===== src/rtl/mem_port_arbiter_pkg.sv =====
// Shared types and helpers for the single-port RAM arbiter.
// Arbitration mode, master-count limit and one-hot index decode.
package mem_arb_pkg;

  typedef enum logic {
    ARB_FIXED = 1'b0,
    ARB_RR    = 1'b1
  } arb_mode_e;

  localparam int MAX_MASTERS = 8;
  localparam int MAX_IDX_W   = 3;

  // OR-reduction decode; the input is expected to be one-hot or zero.
  function automatic logic [MAX_IDX_W-1:0] onehot_to_idx(input logic [MAX_MASTERS-1:0] oh);
    logic [MAX_IDX_W-1:0] idx;
    idx = {MAX_IDX_W{1'b0}};
    for (int i = 0; i < MAX_MASTERS; i++) begin
      if (oh[i]) begin
        idx = idx | MAX_IDX_W'(i);
      end else begin
        idx = idx;
      end
    end
    return idx;
  endfunction

endpackage


===== src/rtl/mem_port_arbiter_arb_pick.sv =====
// Combinational winner selection: fixed priority from index 0, or a
// round-robin search starting at ptr_i and wrapping modulo N_MASTERS.
module arb_pick
  import mem_arb_pkg::*;
#(
  parameter int N_MASTERS = 3,
  parameter int IDX_W     = (N_MASTERS > 1) ? $clog2(N_MASTERS) : 1
) (
  input  logic [N_MASTERS-1:0] req_i,
  input  logic [IDX_W-1:0]     ptr_i,
  input  arb_mode_e            mode_i,
  output logic [N_MASTERS-1:0] gnt_o,
  output logic [IDX_W-1:0]     idx_o
);

  logic                   found_s;
  logic [IDX_W-1:0]       cand_s;
  logic [MAX_MASTERS-1:0] oh_ext_s;
  int                     start_s;
  int                     sum_s;

  // Scan from the start position and grant the first requester found.
  always_comb begin
    gnt_o    = {N_MASTERS{1'b0}};
    found_s  = 1'b0;
    cand_s   = {IDX_W{1'b0}};
    sum_s    = 32'sd0;
    oh_ext_s = {MAX_MASTERS{1'b0}};
    if (mode_i == ARB_RR) begin
      start_s = int'(ptr_i);
    end else begin
      start_s = 32'sd0;
    end
    for (int off = 0; off < N_MASTERS; off++) begin
      sum_s = start_s + off;
      if (sum_s >= N_MASTERS) begin
        sum_s = sum_s - N_MASTERS;
      end else begin
        sum_s = sum_s;
      end
      cand_s = IDX_W'(sum_s);
      if (!found_s && req_i[cand_s]) begin
        gnt_o[cand_s] = 1'b1;
        found_s       = 1'b1;
      end else begin
        found_s = found_s;
      end
    end
    oh_ext_s[N_MASTERS-1:0] = gnt_o;
    idx_o = IDX_W'(onehot_to_idx(oh_ext_s));
  end

endmodule


===== src/rtl/mem_port_arbiter.sv =====
// N-master arbiter for one single-port RAM: registered address/data/wren,
// round-robin pointer, and a read-return pipeline routing mem_q back to its master.
module mem_port_arbiter
  import mem_arb_pkg::*;
#(
  parameter int        N_MASTERS = 3,
  parameter int        ADDR_W    = 8,
  parameter int        DATA_W    = 8,
  parameter arb_mode_e MODE      = ARB_FIXED,
  parameter int        RD_LAT    = 1
) (
  input  logic                          clk,
  input  logic                          rst_n,
  input  logic [N_MASTERS-1:0]          req,
  input  logic [N_MASTERS-1:0]          wren_in,
  input  logic [N_MASTERS*ADDR_W-1:0]   addr_in,
  input  logic [N_MASTERS*DATA_W-1:0]   wdata_in,
  output logic [N_MASTERS-1:0]          gnt,
  output logic [ADDR_W-1:0]             mem_addr,
  output logic [DATA_W-1:0]             mem_data,
  output logic                          mem_wren,
  input  logic [DATA_W-1:0]             mem_q,
  output logic [DATA_W-1:0]             rdata,
  output logic [N_MASTERS-1:0]          rvalid
);

  localparam int IDX_W = (N_MASTERS > 1) ? $clog2(N_MASTERS) : 1;

  logic [N_MASTERS-1:0] pick_gnt_s;
  logic [IDX_W-1:0]     win_idx_s;
  logic                 accept_s;
  logic                 rd_accept_s;

  logic [IDX_W-1:0]     ptr_q, ptr_d;
  logic [ADDR_W-1:0]    mem_addr_q, mem_addr_d;
  logic [DATA_W-1:0]    mem_data_q, mem_data_d;
  logic                 mem_wren_q, mem_wren_d;
  logic [N_MASTERS-1:0] rvalid_q, rvalid_d;

  // Return pipeline; rvalid_q is its final stage, giving RD_LAT+1 stages in total.
  logic                 vld_q  [RD_LAT];
  logic [IDX_W-1:0]     ridx_q [RD_LAT];

  arb_pick #(
    .N_MASTERS (N_MASTERS),
    .IDX_W     (IDX_W)
  ) u_pick (
    .req_i  (req),
    .ptr_i  (ptr_q),
    .mode_i (MODE),
    .gnt_o  (pick_gnt_s),
    .idx_o  (win_idx_s)
  );

  assign gnt         = pick_gnt_s & {N_MASTERS{rst_n}};
  assign accept_s    = |gnt;
  assign rd_accept_s = accept_s & ~wren_in[win_idx_s];

  // Next-state for RAM port registers, RR pointer and read-return strobe.
  always_comb begin
    ptr_d      = ptr_q;
    mem_addr_d = mem_addr_q;
    mem_data_d = mem_data_q;
    mem_wren_d = 1'b0;
    rvalid_d   = {N_MASTERS{1'b0}};
    if (accept_s) begin
      mem_addr_d = addr_in[int'(win_idx_s)*ADDR_W +: ADDR_W];
      mem_data_d = wdata_in[int'(win_idx_s)*DATA_W +: DATA_W];
      mem_wren_d = wren_in[win_idx_s];
      if (win_idx_s == IDX_W'(N_MASTERS - 1)) begin
        ptr_d = {IDX_W{1'b0}};
      end else begin
        ptr_d = win_idx_s + IDX_W'(1'b1);
      end
    end else begin
      ptr_d = ptr_q;
    end
    if (vld_q[RD_LAT-1]) begin
      rvalid_d[ridx_q[RD_LAT-1]] = 1'b1;
    end else begin
      rvalid_d = {N_MASTERS{1'b0}};
    end
  end

  // Port and pointer registers.
  always_ff @(posedge clk or negedge rst_n) begin
    if (!rst_n) begin
      ptr_q      <= {IDX_W{1'b0}};
      mem_addr_q <= {ADDR_W{1'b0}};
      mem_data_q <= {DATA_W{1'b0}};
      mem_wren_q <= 1'b0;
      rvalid_q   <= {N_MASTERS{1'b0}};
    end else begin
      ptr_q      <= ptr_d;
      mem_addr_q <= mem_addr_d;
      mem_data_q <= mem_data_d;
      mem_wren_q <= mem_wren_d;
      rvalid_q   <= rvalid_d;
    end
  end

  // Shift {valid, index} of accepted reads toward the return strobe.
  always_ff @(posedge clk or negedge rst_n) begin
    if (!rst_n) begin
      for (int s = 0; s < RD_LAT; s++) begin
        vld_q[s]  <= 1'b0;
        ridx_q[s] <= {IDX_W{1'b0}};
      end
    end else begin
      vld_q[0]  <= rd_accept_s;
      ridx_q[0] <= win_idx_s;
      for (int s = 1; s < RD_LAT; s++) begin
        vld_q[s]  <= vld_q[s-1];
        ridx_q[s] <= ridx_q[s-1];
      end
    end
  end

  assign mem_addr = mem_addr_q;
  assign mem_data = mem_data_q;
  assign mem_wren = mem_wren_q;
  assign rvalid   = rvalid_q;
  assign rdata    = mem_q;

endmodule


===== config.mk =====
export PLATFORM = sky130hd
export DESIGN_NAME = mem_port_arbiter
export DESIGN_NICKNAME = d
export VERILOG_FILES = /design/src/rtl/mem_port_arbiter_pkg.sv /design/src/rtl/mem_port_arbiter_arb_pick.sv /design/src/rtl/mem_port_arbiter.sv
export SDC_FILE = /design/constraint.sdc
export NUM_CORES = 1
export LEC_CHECK = 0
export BUFFER_PORTS_ARGS = -buffer_cell sky130_fd_sc_hd__buf_2
export CORE_MARGIN = 10
export CORE_UTILIZATION = 46
export DETAILED_ROUTE_END_ITERATION = 10
export PLACE_DENSITY_LB_ADDON = 0.08
export REMOVE_ABC_BUFFERS = 1
export SLEW_MARGIN = 20
export SYNTH_ARGS = -nofsm -noshare
export SYNTH_HDL_FRONTEND = slang
export SYNTH_SLANG_ARGS = --single-unit

===== constraint.sdc =====
create_clock -name clk -period 1.15 [get_ports clk]
set_input_delay 0.115 -clock clk [delete_from_list [all_inputs] [get_ports clk]]
set_output_delay 0.115 -clock clk [all_outputs]
set_load 0.03 [all_outputs]

Word-level counts from Yosys, hierarchy flattened --
Index checks and enable logic that the tools add are counted.
Storage, ports and cells: register bits 23, word-level logic and storage cells 33, input bits 64, output and inout bits 31
Operators by class: shift operators 2, bitwise operators 3, multiplexer cells 13, reductions and logical operators 6, magnitude comparators 3
Operators with widths (number):
- $shiftx A24 B6 Y8 | 2
- $mux W1 | 7
- $lt A2 B3 Y1 const B | 2
- $mux W3 | 2
- $mux W2 | 2
- $and A3 B3 Y3 | 1
- $logic_and A1 B1 Y1 | 3
- $reduce_or A3 Y1 | 1
- $bmux W1 S2 | 1
- $demux W1 S2 | 1
- $ge A2 B1 Y1 const B | 1
- $logic_not A1 Y1 | 2
- $and A1 B1 Y1 | 1
- $not A1 Y1 | 1

Depth between registers and ports, before layout --
Gate-level depths: netlist of run 1.
depth in word-level cells 13, depth in mapped cells 5, gate-level depth less buffers 4

Modules after synthesis --
From an unflattened synthesis of run 1, not the netlist that was laid out.
Second synthesis, totals: cell total of the unflattened synthesis 165, area, all modules 1644.1 um^2
By module, submodules not included:
- mem_port_arbiter | times used 1, area each 1365.1 um^2, cells each 122
- arb_pick | times used 1, area each 279.0 um^2, cells each 43

Least setup slack after synthesis of run 1 --
No wires, ideal clock.
path kind input port to output port, start point input port req[2], end point output port gnt[2], required time 1.035 ns, buffers on the path 2, stages on the path 4, setup slack 0.155 ns, data arrival time 0.880 ns, cells stage by stage buf_4 buf_2 and3_1 and2_1
On the way: cells in the longest elaborated chain, start to end 3
RTL lines:
- start: declaration | RTL line mem_port_arbiter.sv:14 | input logic [N_MASTERS-1:0] req,
- $logic_and A1 B1 Y1 | RTL line mem_port_arbiter_arb_pick.sv:42 | if (!found_s && req_i[cand_s]) begin
- $mux W3 | RTL line mem_port_arbiter_arb_pick.sv:42
- via pick_gnt_s[2] | RTL line mem_port_arbiter.sv:29 | logic [N_MASTERS-1:0] pick_gnt_s;
- $and A3 B3 Y3 | RTL line mem_port_arbiter.sv:55 | assign gnt = pick_gnt_s & {N_MASTERS{rst_n}};
- end: declaration | RTL line mem_port_arbiter.sv:18 | output logic [N_MASTERS-1:0] gnt,
The timed path passes the listed nets, and every way through them passes these cells.

Worst setup path in the final report of run 1 --
start point input port req[0], end point output port gnt[2]
On the way: cells in the longest elaborated chain, start to end 8
RTL lines (RTL line):
- $mux W1 (*) | mem_port_arbiter_arb_pick.sv:42
- $logic_not A1 Y1 | mem_port_arbiter_arb_pick.sv:42
- $logic_and A1 B1 Y1 | mem_port_arbiter_arb_pick.sv:42
- $mux W1 (*) | mem_port_arbiter_arb_pick.sv:42
- $logic_not A1 Y1 (*) | mem_port_arbiter_arb_pick.sv:42
- $logic_and A1 B1 Y1 (*) | mem_port_arbiter_arb_pick.sv:42
- $mux W3 (*) | mem_port_arbiter_arb_pick.sv:42
- via pick_gnt_s[2] | mem_port_arbiter.sv:29
- $and A3 B3 Y3 (*) | mem_port_arbiter.sv:55
Mark *: on every way through the listed nets, which the timed path passes. The rest lies on a longest branch.

==> impl_metrics.csv, run 1 <==
group,metric,value,unit
outcome,outcome,"finished clean",
clock_network,path_clk_slew,120,ps
setup_path,r2r.worst_path.cells,1,
logic_synthesis,synth_common_cells,"23 x dfrtp_1, 17 x nor3b_1",
route,route.vias.total,1508,
clock_network,clock_sinks,23,
clock_network,cts_tree,"yes",
setup_path,crit_type,"in -> out",
sta,finalCritPeriodShare,91.99,%
setup_path,r2r-end,"rvalid[1]",
global_route,antenna_found_initial,0,
route,via_per_inst,5.386,
logic_synthesis,synth_area_leaders,"dfrtp_1 38%, nor3b_1 8.5%, o21a_1 8.0%, o22ai_1 6.7%, o31ai_2 6.7%",
sta,finalCriticalPeriod,1058,ps
worst_hold_path,min_from,"wdata_in[9]",
sta,grt_setup_unrepaired,"no",
die,row_count,20,
worst_hold_path,hold_class,"in -> reg",
setup_path,end_kind,"primary output",
global_route,grt-ovfl-total,0,
final_layout,multi_input_area,745.7,um2
setup_path,reg2reg_slack,460,ps
route,firstDrtPassIters,4,
placed_design,place_ws,16.16,ps
final_layout,n_fill_cell,296,
pwr,p_leak,0.9702,nW
run,cap_violations,0,
die,fp.dieH,77.01,um
route,post_drt_wl_per_cell,16.49,um
clock_network,htree_levels,1,
logic_synthesis,netlist_area,1495,um2
logic_synthesis,yosysSeqAreaShare,38.49,%
clock_network,numCtsBuffers,3,
sta,final-max-slew-violation-count,0,
logic_synthesis,synth_most_common_cell,"dfrtp_1",
setup_path,arrival,940,ps
logic_synthesis,ys.flop_type,"dfrtp_1",
global_route,grt_use_total,15.20,%
logic_synthesis,synth_seq_cells,23,
sta,hold_viol,0,
final_layout,diodes,0,
die,core,3078,um2
sta,fin_skew,2.221,ps
clock_network,clockBufferDepth,2,
logic_synthesis,synth_edf_count,0,
setup_path,r2r-start,"vld_q",
final_layout,seqCellArea,575.6,um2
route,drtIter0Drc,109,
route,drc_errors,0,
route,antenna_left,0,
placed_design,hpwlAfterDp,3700,um
clock_network,cts-root-buf,"clkbuf_4",
logic_synthesis,syn_area_per_cell,9.463,um2
route,drt_wl_total,4616,um
final_layout,area_delta_synth_final,30.21,%
placed_design,gp_congestion,0.7753,
global_route,grt_pass1_wl,7652,um
sta,max_freq,945.3,MHz
sta,setup_violations,0,
placed_design,port_buffers,78,
final_layout,fin_nets,301,
clock_network,insertion_delay,300,ps
pwr,vdd_ir_drop_max,0.0005736,V
setup_path,start_kind,"input port",
sta,worst_slew_pin_slew,318.1,ps
logic_synthesis,synthArstFlopShare,100.0,%
die,die_w,77.01,um
logic_synthesis,yosys.area.top_type,"dfrtp_1",
worst_hold_path,whs_path_depth,3,
sta,relSlewSlack,78.72,%
setup_path,critPathMaxFanout,8,
global_route,grt_pass1_vias,1614,
die,initial_core_util,48.58,%
worst_hold_path,hold_end,"mem_data[1]",
logic_synthesis,syn_inst,158,
setup_path,worstPathRequired,1030,ps
sta,setup_ws,92.14,ps
logic_synthesis,synthDistinctLibCells,26,
final_layout,drive_gt1_share,46.19,%
pwr,powerDensity,1062,nW/um2
die,dieArea,5931,um2
logic_synthesis,yosysWarnings,0,
global_route,grt_max_degree,23,
sta,holdWs,107.6,ps
die,ios,95,
logic_synthesis,post-synth-top-area-fraction,38.49,%
[critical path, cell delays in order]
cell and delay, ps:
buf_2 190, inv_1 110, and3_1 200, and2_1 150, buf_2 170
[how the worst max path moves through the flow]
| stage | to | slack (ps) | cells past startpoint | startpoint |
|---|---|---|---|---|
| 2_1_floorplan | mem_wren | -210 | 2 | req[1] |
| 3_3_place_gp | mem_addr[5] | 80 | 5 | req[2] |
| 3_5_place_dp | mem_data[6] | 20 | 5 | req[2] |
| 4_1_cts | gnt[2] | 80 | 5 | req[0] |
| 5_1_grt | gnt[2] | 30 | 5 | req[0] |
| 6_report | gnt[2] | 90 | 5 | req[0] |
[cell type report]
| cell class | instances | share of cell area (%) |
|---|---|---|
| sequential | 23 | 29.56 |
| tap | 44 | 2.828 |
| timing repair buffer | 95 | 27.38 |
| multi-input combinational | 111 | 38.30 |
| inverter | 3 | 0.5784 |
| clock buffer | 4 | 1.350 |
[cell usage in the layout, fill, tap and decap left out, types with 2 or more instances in the layout]
master and n:
nor2_1 16, nand2b_1 2, nor3b_1 17, and3b_1 2, dfrtp_1 23, inv_2 2, o21a_1 16, and2_1 3
o22ai_1 16, buf_2 78, o31ai_1 8, o31ai_2 8, nand2_1 16, clkbuf_4 3, buf_4 15
[state kept, by name (all words and copies together) (netlist names)]
signal / count
rvalid: 3
vld_q: 1
ridx_q: 2
mem_addr: 8
mem_data: 8
mem_wren: 1
[per-stage QoR]
stage                     power (mW)  util [%]  std cells  area [um2]  setup TNS (ps)
after floorplan                1.368         -        137        1333           -3308
after global placement         1.695     62.07        275        1911               0
after detailed placement       1.717     62.07        275        1911               0
after CTS                      2.089     63.25        280        1947               0
after global routing           2.190     63.25        280        1947               0
final                          2.067     63.25        280        1947               0
[per-layer routing]
| layer | GRT usage, % | wire (um) | vias to the layer above |
|---|---|---|---|
| li1 | - | - | 723 |
| met1 | 17.56 | 1920 | 714 |
| met2 | 26.14 | 2339 | 66 |
| met3 | 5.128 | 317 | 5 |
| met4 | 4.015 | 38 | 0 |
| met5 | 0 | 0 | - |
[power breakdown]
group	switching, mW	total (mW)	internal [mW]
combinational	0.453	0.753	0.300
clock	0.237	0.372	0.135
sequential	0.0454	0.942	0.896
total	0.735	2.07	1.33
[repair_timing]
item / 4_1_cts / 5_1_grt
resized for setup: 0 / 0
hold endpoints to repair: 23 / 0
setup buffers: 0 / 0
hold buffers: 1 / 0
[kinds of logic (layout without fill, tap and decap cells)]
family          after synthesis  in the layout  share of synthesized area (%)
compound gates               52             52                          28.45
buf+inv                      24            102                          11.63
flops                        23             23                          38.49
simple gates                 59             59                          21.42
No activity file was read; power rests on OpenSTA's default activity.
==> inputs of run 2 (changes only) <==
Settings changed: CORE_MARGIN 10 to 1.
==> impl_metrics.csv, run 2 (synthesis results as in run 1) <==
group,metric,value,unit
sta,final-max-slew-violation-count,0,
clock_network,clock_sinks,23,
clock_network,htree_levels,1,
final_layout,area_delta_synth_final,29.29,%
sta,finalCritPeriodShare,89.92,%
clock_network,numCtsBuffers,3,
pwr,switching_share,36.72,%
clock_network,cts_tree,"yes",
global_route,grt-busiest-layer,"met2",
placed_design,dp_cells,273,
sta,relSlewSlack,77.45,%
final_layout,diodes,0,
pwr,p_clk_share,19.2,%
die,row_count,20,
global_route,grtUsageMet3,6.114,%
pwr,p_int,1.324,mW
pwr,powerDensity,1082,nW/um2
die,ios,95,
sta,holdWs,84.55,ps
die,dieArea,3482,um2
clock_network,clockBufferDepth,2,
setup_path,critPathBufInv,1,
route,post_drt_wl_per_cell,14.91,um
placed_design,gp_congestion,0.7918,
setup_path,cp_top_family,"flip-flops",
global_route,grtUsageMet1,30.04,%
die,core,3078,um2
setup_path,cp_num_cells,1,
setup_path,startpoint,"mem_addr[2]",
outcome,outcome,"finished clean",
pwr,p_sw,0.7683,mW
clock_network,cts-root-buf,"clkbuf_4",
die,initial_core_util,48.58,%
setup_path,crit_type,"reg -> out",
route,drt_wl_total,4146,um
final_layout,drive_gt1_share,46.15,%
sta,setup_ws,115.9,ps
setup_path,start_kind,"flip-flop",
route,route.vias.total,1536,
final_layout,final_common_cell,"buf_2",
setup_path,r2r-start,"ridx_q[1]",
sta,max_freq,967.0,MHz
global_route,grt_pass1_wl,6672,um
sta,worst_slew_pin_slew,337.1,ps
clock_network,post_cts_buffers,0,
setup_path,arrival,920,ps
setup_path,r2r.worst_path.cells,1,
setup_path,worstPathRequired,1030,ps
worst_hold_path,hold_class,"in -> reg",
sta,tns,0,ps
clock_network,path_clk_slew,140,ps
run,cap_violations,0,
global_route,grt-ovfl-total,0,
setup_path,critical_path.max_stage_delay,420,ps
final_layout,fin_nets,299,
global_route,grt_use_total,25.07,%
sta,fin_skew,4.964,ps
sta,grt_setup_unrepaired,"no",
sta,setup_violations,0,
die,fp.dieH,59.01,um
final_layout,final_cells,278,
route,firstDrtPassIters,4,
setup_path,crit_chain,"buf_2",
sta,hold_viol,0,
placed_design,hpwlAfterDp,3135,um
final_layout,fin_util,62.80,%
pwr,combPwrFrac,35.9,%
global_route,grt_pass1_vias,1533,
placed_design,place_ws,2.873,ps
route,antenna_left,0,
setup_path,endpoint,"mem_addr[2]",
route,via_per_inst,5.525,
sta,finalCriticalPeriod,1034,ps
setup_path,critPathMaxFanout,2,
pwr,seqPwrFrac,44.9,%
pwr,p_leak,0.9633,nW
clock_network,insertion_delay,320,ps
setup_path,worst_path_max_delay_cell,"dfrtp_1",
route,drtIter0Drc,58,
setup_path,reg2reg_slack,440,ps
setup_path,end_kind,"primary output",
route,drc_errors,0,
pwr,vdd_ir_drop_max,0.0004507,V
global_route,use_met2,43.83,%
global_route,antenna_found_initial,0,
placed_design,port_buffers,78,
die,die_w,59.01,um
setup_path,r2r-end,"rvalid[0]",
final_layout,layout_common_cells,"78 x buf_2, 23 x dfrtp_1, 17 x nor3b_1",
global_route,grt_max_degree,19,
[run 2: layout make-up]
class	count	area, um2
Fill cell	290	1145
Multi-Input combinational cell	111	745.7
Sequential cell	23	575.6
Timing Repair Buffer	93	518.0
Tap cell	44	55.05
Clock buffer	3	22.52
Inverter	3	11.26
Clock inverter	1	5.005
[run 2: power groups by stage]
stage	Clock [mW]	Combinational (mW)	Sequential [mW]
floorplan	0	0.244	1.12
global placement	0	0.727	0.952
detailed placement	0	0.749	0.955
CTS	0.408	0.754	0.939
global route	0.440	0.813	0.947
finish	0.402	0.751	0.939
[run 2: metal layers]
metal / share of wire (%) / routed length (um)
met1: 40 / 1661
met2: 51 / 2101
met3: 8.6 / 358
met4: 0.60 / 25
met5: 0 / 0
[run 2: how the worst min path moves through the flow]
stage | from | end | slack, ps | cells after the start
after global placement | rst_n | ridx_q[0] | -20 | 1
after global routing | addr_in[12] | mem_addr[4] | 70 | 3
final | wdata_in[12] | mem_data[4] | 80 | 3
after detailed placement | rst_n | mem_wren | -10 | 1
after CTS | addr_in[12] | mem_addr[4] | 80 | 3
after floorplan | rst_n | mem_addr[0] | -180 | 0
[run 2: stage by stage]
step / power (mW) / area, um2
4_1_cts: 2.101 / 1933
2_1_floorplan: 1.368 / 1333
3_3_place_gp: 1.679 / 1896
5_1_grt: 2.200 / 1933
6_report: 2.092 / 1933
3_5_place_dp: 1.705 / 1896
[run 2: timing repair]
| item | in CTS | in global routing |
|---|---|---|
| hold buffers | 1 | 0 |
| hold endpoints to repair | 23 | 0 |
| resized for setup | 0 | 0 |
